<file path="config.mk">
export PLATFORM = sky130hd
export DESIGN_NAME = sipo_deser
export DESIGN_NICKNAME = d
export VERILOG_FILES = /design/src/rtl/sipo_pkg.sv /design/src/rtl/sipo_out_buf.sv /design/src/rtl/sipo_deser.sv
export SDC_FILE = /design/constraint.sdc
export NUM_CORES = 1
export LEC_CHECK = 0
export CAP_MARGIN = 20
export CELL_PAD_IN_SITES_DETAIL_PLACEMENT = 1
export CELL_PAD_IN_SITES_GLOBAL_PLACEMENT = 1
export CORE_AREA = 2 2 42 44
export CTS_BUF_LIST = sky130_fd_sc_hd__clkbuf_4
export DETAILED_ROUTE_END_ITERATION = 8
export DIE_AREA = 0 0 44 46
export PLACE_DENSITY = 0.79
export SYNTH_ARGS = -nofsm -noshare
export SYNTH_HDL_FRONTEND = slang
export SYNTH_HIERARCHICAL = 1
export SYNTH_SLANG_ARGS = --single-unit
</file>
<file path="constraint.sdc">
create_clock -name clk -period 1.6 [get_ports clk]
set_input_delay 0.32 -clock clk [delete_from_list [all_inputs] [get_ports clk]]
set_output_delay 0.32 -clock clk [all_outputs]
set_load 0.02 [all_outputs]
</file>
<file path="src/rtl/sipo_pkg.sv">
// Shared types and helpers for the sipo_deser serial-to-parallel receiver.
// The PARITY state is only reached when SIPO_PARITY_EN is defined.
package sipo_pkg;

  localparam int STATE_W = 2;

  typedef enum logic [STATE_W-1:0] {
    IDLE   = 2'd0,
    SHIFT  = 2'd1,
    PARITY = 2'd2
  } state_t;

  function automatic int cnt_width(input int width);
    return $clog2(width + 1);
  endfunction

endpackage

</file>
<file path="src/rtl/sipo_out_buf.sv">
// One-entry valid/ready holding register for completed words, with overrun flagging.
// SIPO_PARITY_EN adds a parity-error flag that travels with the buffered word.
module sipo_out_buf
  import sipo_pkg::*;
#(
  parameter int WIDTH = 4
) (
  input  logic             clk,
  input  logic             rst,
  input  logic             i_load,
  input  logic [WIDTH-1:0] i_word,
`ifdef SIPO_PARITY_EN
  input  logic             i_par_err,
  output logic             o_par_err,
`endif
  input  logic             i_ready,
  output logic [WIDTH-1:0] o_word,
  output logic             o_valid,
  output logic             o_overrun
);

  logic [WIDTH-1:0] r_word;
  logic             r_valid;
  logic             r_overrun;
  logic             w_space;

  // A word can land when the slot is empty or is being drained this same cycle.
  assign w_space = !r_valid || i_ready;

  always_ff @(posedge clk) begin
    if (rst) begin
      r_word    <= '0;
      r_valid   <= 1'b0;
      r_overrun <= 1'b0;
    end else begin
      r_overrun <= 1'b0;
      if (i_load) begin
        if (w_space) begin
          r_word  <= i_word;
          r_valid <= 1'b1;
        end else begin
          r_overrun <= 1'b1;
        end
      end else if (r_valid && i_ready) begin
        r_valid <= 1'b0;
      end
    end
  end

`ifdef SIPO_PARITY_EN
  logic r_par_err;

  always_ff @(posedge clk) begin
    if (rst) begin
      r_par_err <= 1'b0;
    end else if (i_load && w_space) begin
      r_par_err <= i_par_err;
    end
  end

  assign o_par_err = r_par_err;
`endif

  assign o_word    = r_word;
  assign o_valid   = r_valid;
  assign o_overrun = r_overrun;

endmodule

</file>
<file path="src/rtl/sipo_deser.sv">
// Serial-in/parallel-out deserializer, MSB first, feeding a 1-entry output buffer.
// Optional trailing even-parity bit enabled by defining SIPO_PARITY_EN.
//
//   state  | meaning
//   IDLE   | waiting for a start-qualified bit
//   SHIFT  | collecting data bits, r_cnt = bits received so far
//   PARITY | all data bits held in r_shreg, waiting for the parity bit
module sipo_deser
  import sipo_pkg::*;
#(
  parameter int WIDTH = 4
) (
  input  logic             clk,
  input  logic             rst,
  input  logic             sin,
  input  logic             sin_en,
  input  logic             start,
  output logic [WIDTH-1:0] po,
  output logic             po_valid,
  input  logic             po_ready,
  output logic             busy,
`ifdef SIPO_PARITY_EN
  output logic             par_err,
`endif
  output logic             overrun
);

  localparam int CNT_W = cnt_width(WIDTH);

  state_t           r_state, w_state_nxt;
  logic [CNT_W-1:0] r_cnt, w_cnt_nxt;
  logic [WIDTH-1:0] r_shreg, w_shreg_nxt;
  logic [WIDTH-1:0] w_shift_in;
  logic [WIDTH-1:0] w_word;
  logic             w_done;
  logic             w_bit0;
  logic             w_last;
  logic             w_par_err;

  assign w_shift_in = {r_shreg[WIDTH-2:0], sin};
  assign w_bit0     = sin_en && start;
  assign w_last     = (r_cnt == CNT_W'(WIDTH - 1));

  always_ff @(posedge clk) begin
    if (rst) begin
      r_state <= IDLE;
      r_cnt   <= '0;
      r_shreg <= '0;
    end else begin
      r_state <= w_state_nxt;
      r_cnt   <= w_cnt_nxt;
      r_shreg <= w_shreg_nxt;
    end
  end

  always_comb begin
    w_state_nxt = r_state;
    w_cnt_nxt   = r_cnt;
    w_shreg_nxt = r_shreg;
    w_done      = 1'b0;
    w_word      = w_shift_in;
    w_par_err   = 1'b0;
    case (r_state)
      IDLE: begin
        if (w_bit0) begin
          w_shreg_nxt = w_shift_in;
          w_cnt_nxt   = CNT_W'(1);
          w_state_nxt = SHIFT;
        end
      end
      SHIFT: begin
        if (w_bit0) begin
          // start mid-word abandons the partial word
          w_shreg_nxt = w_shift_in;
          w_cnt_nxt   = CNT_W'(1);
        end else if (sin_en) begin
          w_shreg_nxt = w_shift_in;
          if (w_last) begin
            w_cnt_nxt = '0;
`ifdef SIPO_PARITY_EN
            w_state_nxt = PARITY;
`else
            w_done      = 1'b1;
            w_state_nxt = IDLE;
`endif
          end else begin
            w_cnt_nxt = r_cnt + CNT_W'(1);
          end
        end
      end
`ifdef SIPO_PARITY_EN
      PARITY: begin
        if (w_bit0) begin
          w_shreg_nxt = w_shift_in;
          w_cnt_nxt   = CNT_W'(1);
          w_state_nxt = SHIFT;
        end else if (sin_en) begin
          w_done      = 1'b1;
          w_word      = r_shreg;
          w_par_err   = ^{r_shreg, sin};
          w_state_nxt = IDLE;
        end
      end
`endif
      default: begin
        w_state_nxt = IDLE;
        w_cnt_nxt   = '0;
      end
    endcase
  end

  sipo_out_buf #(
    .WIDTH(WIDTH)
  ) u_out_buf (
    .clk      (clk),
    .rst      (rst),
    .i_load   (w_done),
    .i_word   (w_word),
`ifdef SIPO_PARITY_EN
    .i_par_err(w_par_err),
    .o_par_err(par_err),
`endif
    .i_ready  (po_ready),
    .o_word   (po),
    .o_valid  (po_valid),
    .o_overrun(overrun)
  );

`ifndef SIPO_PARITY_EN
  logic w_unused;
  assign w_unused = w_par_err;
`endif

  assign busy = (r_state != IDLE);

endmodule

</file>
# == Yosys cells after proc, flatten, opt, wreduce, memory -nomap -nowiden ==
# Cells that the tools add are included.
# word_totals
output_inout_bits,7
regBits,14
# classes
muxes,22
addsub,1
bitwise_logic,1
n_reduce_logical,14
eq_ne,8
# ops
cell,count
3-bit 2-to-1 mux,7
3-bit one-hot mux with 2 select lines,2
"2-bit inequality test, second input constant",5
1-bit 2-to-1 mux,8
2-bit 2-to-1 mux,4
2-bit AND reduction,3
2-bit nonzero test,3
2-bit one-hot mux with 2 select lines,1
4-bit AND reduction,1
"3-bit by 1-bit adder with 3-bit output, second input constant",1
"3-bit by 2-bit == test with 1-bit output, second input constant",1
"3-bit inequality test, second input constant",1
3-bit AND reduction,1
"2-bit by 1-bit == test with 1-bit output, second input constant",1
1-bit logical AND,2
2-bit zero test,1
2-bit OR reduction,1
1-bit zero test,1
1-bit logical OR,1
1-bit NOT,1

# == Depth between registers and ports, before layout ==
# Gate-level depths: netlist of run 1.
# depth
word_depth,7
ltp_mapped,5
ltp_nobuf,5

# == Hierarchy ==
# Netlist of run 1, hierarchy kept.
# by_module_without_submodules
module,area_per_inst_um2,seq_area_each_um2,n_inst,cells_per_inst
sipo_deser,295.3,140.1,1,31
sipo_out_buf,254.0,120.1,1,23

# == Least setup slack after synthesis of run 1 ==
# No wires, ideal clock.
# synth_timing
path_type,reg-to-reg
start,register r_state[0]
end,register u_out_buf.r_word[0] (netlist: u_out_buf/o_word[0])
path_stages_with_launch,5
t_arrival_ns,1.272
period_less_slack_ns,1.344
setup_time_ns,0.072
setup_slack_ns,0.256
n_path_buf,0
cell_sequence,dfxtp_1 -> nand2_2 -> nor3_1 -> a21boi_4 -> mux2i_1
# synth_between
elab_chain_len,3
# synth_lines
item,line,rtl
from (decl),sipo_deser.sv:30,"state_t r_state, w_state_nxt;"
from (signal assigned),sipo_deser.sv:50,r_state <= w_state_nxt;
2-bit by 1-bit == test with 1-bit output,sipo_deser.sv:63,case (r_state)
1-bit 2-to-1 mux,sipo_deser.sv:63,
net w_done,sipo_deser.sv:35,logic w_done;
2-bit AND reduction (no source line),-,
to (signal assigned),sipo_out_buf.sv:39,r_word <= i_word;
to (decl),sipo_out_buf.sv:22,logic [WIDTH-1:0] r_word;
# The timed path passes the listed nets, and every way through them passes these cells.
# A chain may end at the register's enable or synchronous reset.

# == Worst setup path after layout of run 1 ==
# layout_timing
start,register u_out_buf.r_word[0] (netlist: u_out_buf/o_word[0])
end,output port po[0]
# layout_rtl
item,line,rtl
to (decl),sipo_deser.sv:18,"output logic [WIDTH-1:0] po,"
# No word-level cell between the ends.

==> results of run 1 <==
[path summary, 6_finish.rpt]
| kind | to | cells after the start |
|---|---|---|
| worst max-delay path | po[0] | 1 |
| worst min-delay path | r_cnt[2] | 1 |
| worst max register to register | u_out_buf/o_word[0] | 5 |
| worst min register to register | r_cnt[2] | 1 |
[timing repair]
action / in CTS / in global routing
gates resized for setup: 2 / 0
endpoints found under the setup margin: 2 / 0
hold buffers: 0 / 0
[state kept, by name, summed over array words and instances (netlist names)]
| signal | flops |
|---|---|
| u_out_buf/o_overrun | 1 |
| r_shreg | 3 |
| u_out_buf/o_word | 4 |
| r_cnt | 3 |
| r_state | 1 |
| u_out_buf/o_valid | 1 |
[worst reg2reg max path, delay by kind of cell, from the launching register on]
family,cells,cell delay (ns)
multiplexers,1,0.21
flip-flops,1,0.37
adder cells (fa/ha/maj),1,0.18
AND/OR/NAND/NOR,2,0.35
AO/OA/AOI/OAI,1,0.30
[final cells by class]
class | instances | area share, %
clock buffers | 4 | 3.97
inverters | 3 | 1.49
multi-input cells | 38 | 36.8
flip-flops and latches | 13 | 34.4
well taps | 17 | 2.81
repair buffers | 17 | 20.5
[placed cells by master (no fill, tap or decap), types with 2 or more instances in the layout]
| cell | netlist | routed |
|---|---|---|
| a21oi_1 | 3 | 3 |
| nand2b_1 | 9 | 9 |
| inv_1 | 2 | 2 |
| buf_4 | 0 | 5 |
| mux2i_1 | 7 | 7 |
| dlygate4sd2_1 | 0 | 2 |
| nand2_1 | 2 | 2 |
| clkbuf_4 | 0 | 4 |
| clkdlybuf4s50_1 | 0 | 10 |
| nor2_1 | 5 | 5 |
| dfxtp_1 | 13 | 13 |
[cells by family (layout without fill, tap and decap cells)]
logic type / after synthesis / count (layout)
and+or+nand+nor: 21 / 21
buffers and inverters: 3 / 24
DFF: 13 / 13
AOI/OAI and AO/OA: 9 / 9
muxes: 7 / 7
adders and majority gates: 1 / 1
[power breakdown]
| group | switching, W | internal (W) |
|---|---|---|
| logic | 0.0000282 | 0.0000321 |
| clock network | 0.000110 | 0.000113 |
| registers | 0.00000621 | 0.000330 |
| total | 0.000144 | 0.000475 |
[layer usage]
metal	vias up	global-route usage (%)
met2	9	21.2
met3	2	1.59
met4	0	7.27
li1	229	-
met5	-	0
met1	222	15.8
[stage by stage]
stage	worst slack, ns	cells
after global routing	0.00304	92
after floorplan	0.256	54
after detailed placement	-0.0896	88
after global placement	-0.0623	88
final	0.0679	92
after CTS	0.0597	92
==> flow_metrics.env, run 1 <==
export IMPL_status="finished, final reports clean"
export IMPL_fin_worst_skew_ns=0.00272
export IMPL_path_cells="clkdlybuf4s50_1"
export IMPL_synth_compound_area_share_pct=13.4
export IMPL_start_kind="register"
export IMPL_wl_met1_um=527
export IMPL_drive_gt1_share_pct=18.7
export IMPL_ant_nets=0
export IMPL_fin_crit_ns=1.53
export IMPL_power_density_nw_per_um2=820
export IMPL_synth_fp_nets=61
export IMPL_post_dp_cell_area_um2=728
export IMPL_post_route_util_pct=46.8
export IMPL_nets=83
export IMPL_start_util_pct=34.0
export IMPL_drc=0
export IMPL_regArea_um2=260
export IMPL_path_class="reg2out"
export IMPL_yosysSeqAreaShare_pct=47.4
export IMPL_synthAdderAreaFrac_pct=2.28
export IMPL_diodes=0
export IMPL_final_fill_count=195
export IMPL_cp_required_ns=1.28
export IMPL_ys_async_sr_fraction_pct=0
export IMPL_ys_ff_latch=13
export IMPL_multi_input_area_um2=278
export IMPL_hp_start="r_cnt[2]"
export IMPL_numCtsBuffers=3
export IMPL_grt_pass1_vias=462
export IMPL_syn_area_um2=549
export IMPL_core_um2=1610
export IMPL_clock_fmax_mhz=653
export IMPL_setup_viol=0
export IMPL_regToRegStartpoint="r_cnt[0]"
export IMPL_insertion_delay_ns=0.27
export IMPL_first_pass_iters=4
export IMPL_place_congestion=0.750
export IMPL_critPathArrivalTime_ns=1.21
export IMPL_synthTopCellsByArea="dfxtp_1 47%, mux2i_1 13%, nand2b_1 10%"
export IMPL_met2_length_um=539
export IMPL_cpLargestDelayFamily="buffers and inverters"
export IMPL_antenna_found_initial=0
export IMPL_synthMuxAreaShare_pct=12.8
export IMPL_wl_met3_um=39
export IMPL_htree_num_levels=1
export IMPL_holdWs_ns=0.448
export IMPL_fp_dieW_um=44
export IMPL_synthToLayoutAreaGrowth_pct=37.6
export IMPL_worstSetupStartpoint="u_out_buf/o_word[0]"
export IMPL_synth_edf_count=0
export IMPL_drtIter0Drc=6
export IMPL_postCtsSetupRepairBufs=0
export IMPL_tightestPinTransition_ns=0.278
export IMPL_wl_per_cell_um=12.2
export IMPL_cts_root_buf="clkbuf_4"
export IMPL_design_area_um2=756
export IMPL_io_pins=13
export IMPL_cts_sinks=13
export IMPL_dieArea_um2=2020
export IMPL_routed_via_count=462
export IMPL_crit_slowest_cell="clkdlybuf4s50_1"
export IMPL_yosys_area_share_simple_pct=22.1
export IMPL_r2r_setup_slack_ns=0.12
export IMPL_leakage_nw=0.331
export IMPL_vias_per_cell=5.02
export IMPL_rsz0062_at_grt="no"
export IMPL_grt_overflow_total=0
export IMPL_hold_path_class="reg2reg"
export IMPL_rows=15
export IMPL_yosys_area_top_type="dfxtp_1"
export IMPL_fin_crit_sh_pct=95.8
export IMPL_synth_flop_cell="dfxtp_1"
export IMPL_grt_max_degree=14
export IMPL_synth_top_family_by_area="simple AND/OR/NAND/NOR gates"
export IMPL_syn_inst=54
export IMPL_setup_tns_ns=0
export IMPL_total_power_w=0.000619
export IMPL_slew_viol_final=0
export IMPL_synth_distinct_cells=20
export IMPL_hold_viol_final=0
export IMPL_cts_tree="built"
export IMPL_routed_wl_um=1130
export IMPL_die_h_um=46
export IMPL_clk_pin_slew_worst_paths_ns=0.08
export IMPL_slew_headroom_pct=81.5
export IMPL_timing_critical_path_buf_inv=1
export IMPL_syn_avg_cell_area_um2=10.2
export IMPL_ys_warn_count=6
export IMPL_critPathMaxStageDelay_ns=0.60
export IMPL_cp_end_kind="output port"
export IMPL_netlist_area_leader_share_pct=47.4
export IMPL_ir_worst_vdd_v=0.000353
export IMPL_worstPathMaxFanout=2
export IMPL_cap_violations=0
export IMPL_dp_hpwl_um=851
export IMPL_grt_pass1_wl_um=1880
export IMPL_track_usage_pct=12.7
export IMPL_cts_max_path_buffers=2
export IMPL_synth_xor_area_share_pct=0
export IMPL_port_buffers=12
export IMPL_top_layer="met4"
export IMPL_synth_most_common_cell="dfxtp_1"
export IMPL_synth_commonest_cells="13 x dfxtp_1, 9 x nand2b_1, 7 x mux2i_1"
Note: power is estimated with default switching activity, not from simulation.
==> run 2: changes to the inputs <==
--- a/config.mk
+++ b/config.mk
@@ -12,8 +12,8 @@
 export CTS_BUF_LIST = sky130_fd_sc_hd__clkbuf_4
 export DETAILED_ROUTE_END_ITERATION = 8
 export DIE_AREA = 0 0 44 46
-export PLACE_DENSITY = 0.79
+export GPL_ROUTABILITY_DRIVEN = 0
+export PLACE_DENSITY = 0.8
 export SYNTH_ARGS = -nofsm -noshare
 export SYNTH_HDL_FRONTEND = slang
-export SYNTH_HIERARCHICAL = 1
 export SYNTH_SLANG_ARGS = --single-unit
==> run 2 against run 1 <==
Compared with the run above: routed wire length rose by 8.9%; hold slack improved by 0.0049 ns; die area did not move; cell area rose by 1.7%; non-clock buffer count rose by 1; setup slack got worse by 0.011 ns; area after synthesis rose by 2.1%; critical path depth did not move; sequential power barely moved.
==> flow_metrics.env, run 2 <==
export IMPL_leakage_nw=0.301
export IMPL_synth_commonest_cells="13 x dfxtp_1, 12 x nand2b_1, 7 x mux2i_1"
export IMPL_r2r_end="u_out_buf.o_word[0]"
export IMPL_fp_dieW_um=44
export IMPL_grt_pass1_wl_um=1920
export IMPL_synthToLayoutAreaGrowth_pct=37.1
export IMPL_drive_gt1_share_pct=15.8
export IMPL_holdPathStages=2
export IMPL_port_buffers=12
export IMPL_worstPathMaxFanout=2
export IMPL_diodes=0
export IMPL_routed_wl_um=1230
export IMPL_post_route_util_pct=47.6
export IMPL_first_pass_iters=4
export IMPL_insertion_delay_ns=0.28
export IMPL_worstSetupStartpoint="r_state[0]"
export IMPL_met2_length_um=632
export IMPL_largest_register_ffs=4
export IMPL_clk_pin_slew_worst_paths_ns=0.09
export IMPL_yosys_area_top_type="dfxtp_1"
export IMPL_cts_root_buf="clkbuf_4"
export IMPL_routed_via_count=459
export IMPL_path_cells="clkdlybuf4s50_1"
export IMPL_vias_per_cell=4.94
export IMPL_rows=15
export IMPL_start_kind="register"
export IMPL_total_power_w=0.000622
export IMPL_clock_fmax_mhz=648
export IMPL_synth_most_common_cell="dfxtp_1"
export IMPL_core_um2=1610
export IMPL_slew_viol_final=0
export IMPL_hp_start="r_cnt[2]"
export IMPL_yosysSeqAreaShare_pct=46.4
export IMPL_cpLargestDelayFamily="buffers and inverters"
export IMPL_synth_flop_cell="dfxtp_1"
export IMPL_synth_edf_count=0
export IMPL_reg2reg_depth=5
export IMPL_grt_overflow_total=0
export IMPL_fin_crit_ns=1.54
export IMPL_cap_violations=0
export IMPL_numCtsBuffers=3
export IMPL_ant_nets=0
export IMPL_tightestPinTransition_ns=0.447
export IMPL_wl_met1_um=540
export IMPL_fin_worst_skew_ns=0.0152
export IMPL_netlist_area_leader_share_pct=46.4
export IMPL_final_cell_mix="13 x dfxtp_1, 12 x nand2b_1, 12 x clkdlybuf4s50_1"
export IMPL_top_layer="met4"
export IMPL_timing_critical_path_buf_inv=1
export IMPL_holdBufCountCts=0
export IMPL_grt_max_degree=19
export IMPL_fin_crit_sh_pct=96.5
export IMPL_cts_max_path_buffers=2
export IMPL_htree_num_levels=1
export IMPL_critPathArrivalTime_ns=1.22
export IMPL_ys_warn_count=0
export IMPL_synthTopCellsByArea="dfxtp_1 46%, nand2b_1 13%, mux2i_1 13%"
export IMPL_r2r_setup_slack_ns=0.20
export IMPL_nets=84
export IMPL_comb_power_share_pct=11.0
export IMPL_hold_viol_final=0
export IMPL_path_class="reg2out"
export IMPL_wl_met3_um=29
export IMPL_slew_headroom_pct=70.0
export IMPL_power_internal_w=0.000480
export IMPL_antenna_found_initial=0
export IMPL_post_dp_cell_area_um2=738
export IMPL_cts_sinks=13
export IMPL_syn_area_um2=561
export IMPL_cp_required_ns=1.28
export IMPL_regToRegStartpoint="r_cnt[0]"
export IMPL_p_switching_w=0.000142
export IMPL_cts_tree="built"
export IMPL_holdWs_ns=0.453
export IMPL_rsz0062_at_grt="no"
export IMPL_drtIter0Drc=2
export IMPL_die_h_um=46
export IMPL_sw_frac_of_total_pct=22.8
export IMPL_hold_path_class="reg2reg"
export IMPL_synth_distinct_cells=20
export IMPL_status="finished, final reports clean"
export IMPL_wl_per_cell_um=13.2
export IMPL_hold_path_end="r_cnt[2]"
export IMPL_design_area_um2=768
export IMPL_ys_async_sr_fraction_pct=0
export IMPL_cp_end_kind="output port"
export IMPL_p_clk_share_pct=35.1
export IMPL_dieArea_um2=2020
export IMPL_postCtsSetupRepairBufs=0
export IMPL_start_util_pct=34.7
export IMPL_synth_fp_nets=63
export IMPL_seqPwrFrac_pct=53.9
export IMPL_critPathMaxStageDelay_ns=0.61
export IMPL_grt_pass1_vias=449
export IMPL_power_density_nw_per_um2=810
export IMPL_track_usage_pct=13.2
export IMPL_drc=0
export IMPL_io_pins=13
export IMPL_syn_inst=56
export IMPL_cts_resized_gates=0
export IMPL_dp_hpwl_um=938
export IMPL_ys_ff_latch=13
export IMPL_ir_worst_vdd_v=0.000403
export IMPL_syn_avg_cell_area_um2=10.0
export IMPL_setup_viol=0
export IMPL_crit_slowest_cell="clkdlybuf4s50_1"
export IMPL_final_common_cell="dfxtp_1"
run 2: how the worst max path moves through the flow:
stage | end | slack [ns] | cells after the start
2_1_floorplan | u_out_buf.o_word[0] | 0.29 | 3
3_3_place_gp | r_shreg[1] | 0.01 | 4
3_5_place_dp | r_shreg[0] | -0.11 | 4
4_1_cts | busy | 0.05 | 1
5_1_grt | busy | 0.01 | 1
6_report | busy | 0.06 | 1
run 2: layout make-up:
type,count,area (µm²)
Clock buffer,4,30.0
Fill cell,185,846
Inverter,1,3.75
Multi-Input combinational cell,40,288
Sequential cell,13,260
Tap cell,17,21.3
Timing Repair Buffer,18,165
run 2: logic make-up (layout without fill, tap and decap cells):
family	count (synthesis)	count (layout)	share of synthesized area [%]
AND/OR/NAND/NOR	24	24	28.1
flip-flops	13	13	46.4
AO/OA/AOI/OAI	8	8	8.48
multiplexers	7	7	12.5
buffers and inverters	3	23	2.23
adder cells (fa/ha/maj)	1	1	2.23
run 2: worst register-to-register path, cell delays in order, from the launching register on:
cell	delay (ns)
dfxtp_1	0.38
ha_1	0.19
nand2b_1	0.16
nor4b_4	0.23
buf_4	0.18
mux2i_1	0.18
run 2: metrics by stage:
stage / setup TNS [ns] / setup slack [ns] / std cells
6_report: 0 / 0.0565 / 93
5_1_grt: 0 / 0.0150 / 93
4_1_cts: 0 / 0.0499 / 93
3_5_place_dp: -0.277 / -0.110 / 89
3_3_place_gp: 0 / 0.0138 / 89
2_1_floorplan: 0 / 0.285 / 56
run 2: power groups by stage:
| stage | Clock (W) | Sequential [W] | Combinational (W) |
|---|---|---|---|
| after CTS | 0.000224 | 0.000335 | 0.0000690 |
| after floorplan | 0 | 0.000345 | 0.0000297 |
| after detailed placement | 0 | 0.000343 | 0.0000686 |
| after global placement | 0 | 0.000342 | 0.0000652 |
| after global routing | 0.000240 | 0.000336 | 0.0000742 |
| final | 0.000218 | 0.000335 | 0.0000685 |
run 2: layer usage:
| metal | up-vias | track usage (%) |
|---|---|---|
| li1 | 234 | - |
| met1 | 217 | 14.6 |
| met2 | 6 | 22.6 |
| met3 | 2 | 2.38 |
| met4 | 0 | 9.09 |
| met5 | - | 0 |
